===== src/rtl/stream_demux.sv =====
`default_nettype none
// ============================================================================
// Module   : stream_demux
// Brief    : 1-to-N registered valid/ready demultiplexer with per-port
//            one-entry holding registers and a saturating bad-select counter.
// Revision : 1.0
// ============================================================================
module stream_demux #(
    parameter int WIDTH = 8,
    parameter int N_OUT = 2,
    parameter int SEL_W = 1,
    parameter int ERR_W = 8
) (
    input  logic                   clk,
    input  logic                   reset,
    input  logic [WIDTH-1:0]       in_data,
    input  logic                   in_valid,
    output logic                   in_ready,
    input  logic [SEL_W-1:0]       select,
    output logic [N_OUT*WIDTH-1:0] out_data,
    output logic [N_OUT-1:0]       out_valid,
    input  logic [N_OUT-1:0]       out_ready,
    output logic [ERR_W-1:0]       err_count
);

    logic [N_OUT-1:0]       sel_hit;
    logic                   bad_sel;
    logic                   accept;

    logic [N_OUT-1:0]       valid_q, valid_d;
    logic [N_OUT*WIDTH-1:0] data_q,  data_d;
    logic [ERR_W-1:0]       err_q,   err_d;

    // One-hot decode; an out-of-range select leaves every bit clear.
    for (genvar i = 0; i < N_OUT; i++) begin : g_sel
        assign sel_hit[i] = (select == SEL_W'(i));
    end

    assign bad_sel  = ~|sel_hit;
    assign in_ready = ~|(sel_hit & valid_q & ~out_ready);
    assign accept   = in_valid && in_ready;

    always_comb begin
        valid_d = valid_q;
        data_d  = data_q;
        err_d   = err_q;
        for (int i = 0; i < N_OUT; i++) begin
            // A load wins over a drain so a full-and-draining slot refills in place.
            if (accept && sel_hit[i]) begin
                valid_d[i]                = 1'b1;
                data_d[i*WIDTH +: WIDTH] = in_data;
            end else if (valid_q[i] && out_ready[i]) begin
                valid_d[i] = 1'b0;
            end
        end
        if (accept && bad_sel && !(&err_q)) begin
            err_d = err_q + ERR_W'(1);
        end
    end

    always_ff @(posedge clk) begin
        if (reset) begin
            valid_q <= '0;
            data_q  <= '0;
            err_q   <= '0;
        end else begin
            valid_q <= valid_d;
            data_q  <= data_d;
            err_q   <= err_d;
        end
    end

    assign out_valid = valid_q;
    assign out_data  = data_q;
    assign err_count = err_q;

endmodule
`default_nettype wire


===== config.mk =====
export PLATFORM = sky130hd
export DESIGN_NAME = stream_demux
export DESIGN_NICKNAME = d
export VERILOG_FILES = /design/src/rtl/stream_demux.sv
export SDC_FILE = /design/constraint.sdc
export NUM_CORES = 1
export LEC_CHECK = 0
export ABC_AREA = 0
export CAP_MARGIN = 20
export CORE_MARGIN = 2
export CORE_UTILIZATION = 39
export DETAILED_ROUTE_END_ITERATION = 10
export GPL_TIMING_DRIVEN = 0
export PLACE_DENSITY_LB_ADDON = 0.25
export SLEW_MARGIN = 20
export SYNTH_ARGS = -nofsm -noshare
export SYNTH_HDL_FRONTEND = slang
export SYNTH_SLANG_ARGS = --single-unit

===== constraint.sdc =====
create_clock -name clk -period 1.07 [get_ports clk]
set_input_delay 0.1605 -clock clk [delete_from_list [all_inputs] [get_ports clk]]
set_output_delay 0.1605 -clock clk [all_outputs]
set_load 0.05 [all_outputs]

==> run metrics <==
number of global-route vias before repair 690; Worst Skew 0.00265 ns; adder-cell share of the synthesized area 0%; crit-path cells clkdlybuf4s50_1, nand2b_4, mux2_4, buf_8; initial antenna violation count 0; TritonCTS clock tree yes; htree depth 1; CP arrival 1.14 ns; Inserted Diodes 0; Ports 41; simple-gate portion of the synthesized area 23.3%; failing checks setup timing; status finished, violations left; hold slack final 0.359 ns; post-synthesis xor/xnor area fraction 0%; critical path peak fanout 3; Die W 49.9 um; Die Y 49.9 um; Layout Nets 139; pwr/cell area 1280 mW/mm2; worst hold path class primary input to register; Seq/Total Area, Yosys 43.8%; synthesized area per cell 10.4 um2; cts hold-fix bufs 0; Max VDD drop 746 uV; detailed-router iteration count before antenna repair 4; fillers 170; Reg clk slew, reported paths 0.10 ns; Yosys reg bits 18; first-pass GRT wire length 2.93 mm; Largest stage delay, worst path 0.41 ns; hpwl dp 1.21 mm; Tmin final 1.30 ns; drt first-iter violations 4; largest family of logic cells by synthesized area simple AND/OR/NAND/NOR gates; Syn Inst Count 79; Synth cell types 13; Mapped Area 823 um2; Detailed Route WL 1.69 mm; Starting Density 41.5%; compound-gate portion of the synthesized area 1.22%; vias post-DR 666; commonest non-fill, non-tap cells in the layout nand2b_1 (24), buf_4 (24), mux2i_1 (16), dfxtp_1 (16), clkdlybuf4s50_1 (11); core area 0.00198 mm2; routability cong. 0.650; vias per cell 4.41; CTS buffer count 3; post-place setup slack -0.798 ns; MaxCap Viol Count 0; Max clock buf depth 2; largest net degree at the start of global routing 11; Worst EP required 0.91 ns; DR DRC count 0; Rows 16; CP delay by family, top buffers and inverters; crit path capture type output port; Leak 0.606 nW; fraction of layout cells with a size suffix above 1 33.9%; Final WS setup -0.226 ns; CP startpoint kind primary input; mux contribution to synthesized area 20.8%; Synth top area share 43.8%; # setup viols final 8; slowest CP cell clkdlybuf4s50_1; crit path kind primary input to output port; Layout area overhead 50.0%; clock sinks 18; total global-route track usage 15.5%; f_max 772 MHz; worst path buffer plus inverter count 2; antenna-violating nets left 0; I/O Buffers 32; Area contributors post-synth dfxtp_1 (44%), mux2i_1 (19%), nand2b_1 (19%); Hold Vio Cnt, Final 0; Final Max Slew Viols 0; Yosys warnings 0; fin crit share 121%; Synth area leader dfxtp_1; RSZ-0062 raised after global routing yes; DR WL/cell 11.2 um; GRT overflow 0; Total Power 0.00158 W; clock latency on the worst-skew pair 0.29 ns; die area 0.00249 mm2; clock root cell clkbuf_4
## per-layer routing
metal | track usage, % | up-vias | wire (um)
met5 | 0 | - | 0
met4 | 6.94 | 0 | 16
met3 | 2.73 | 2 | 113
met2 | 26.2 | 29 | 849
met1 | 19.1 | 303 | 713
li1 | - | 332 | -
## logic make-up after synthesis
logic type,count (synthesis)
AOI/OAI and AO/OA,2
buffers and inverters,12
DFF,18
muxes,17
other,1
and+or+nand+nor,29
## layout make-up
| cell class | count | area (um2) | area share, % |
|---|---|---|---|
| plain buffers | 12 | 91.3 | 7.40 |
| clock buffers | 4 | 36.3 | 2.94 |
| multi-input cells | 56 | 414 | 33.5 |
| flip-flops and latches | 18 | 368 | 29.8 |
| well taps | 27 | 33.8 | 2.74 |
| repair buffers | 34 | 292 | 23.6 |
## worst register-to-register path: stages (launching register included)
cell and delay, ns:
dfxtp_4 0.36, nand2b_4 0.06, buf_4 0.11, and3b_1 0.18
buf_6 0.15, mux2i_1 0.18
## power by group
group	switching, W	internal [W]	total [W]
clock network	0.000204	0.000207	0.000411
registers	0.0000204	0.000703	0.000724
logic	0.000271	0.000172	0.000443
total	0.000495	0.00108	0.00158
## registers in the layout, summed over array words and instances (netlist names)
name       cells
out_valid      2
out_data      16
## final timing paths
kind	from	end	slack, ns	cells past startpoint
setup / recovery	out_ready[1]	in_ready	-0.23	4
setup reg to reg	out_valid[0]	out_data[5]	-0.03	5
hold / removal	reset	out_data[15]	0.36	3
hold reg to reg	out_data[7]	out_data[7]	0.48	2
## cells in the mapped netlist
master,number
nand2b_1,25
dfxtp_1,18
mux2i_1,16
buf_4,9
a21oi_1,2
clkbuf_1,2
and3b_1,1
buf_6,1
conb_1,1
mux2_2,1
nand2b_4,1
nand3_1,1
nand3b_1,1
## per-stage QoR
stage	instance area, um2	cells	utilization [%]	setup TNS, ns
6_report	1230	151	62.3	-0.549
5_1_grt	1230	151	62.3	-1.12
4_1_cts	1190	150	60.3	-0.614
3_5_place_dp	1210	145	61.1	-11.37
3_3_place_gp	1210	145	61.1	-10.84
2_1_floorplan	857	86	-	0
## repair_timing
item | in CTS | in global routing
setup buffers | 1 | 2
resized for setup | 108 | 22
endpoints found under the setup margin | 35 | 25
No activity file was read; power rests on OpenSTA's default activity.
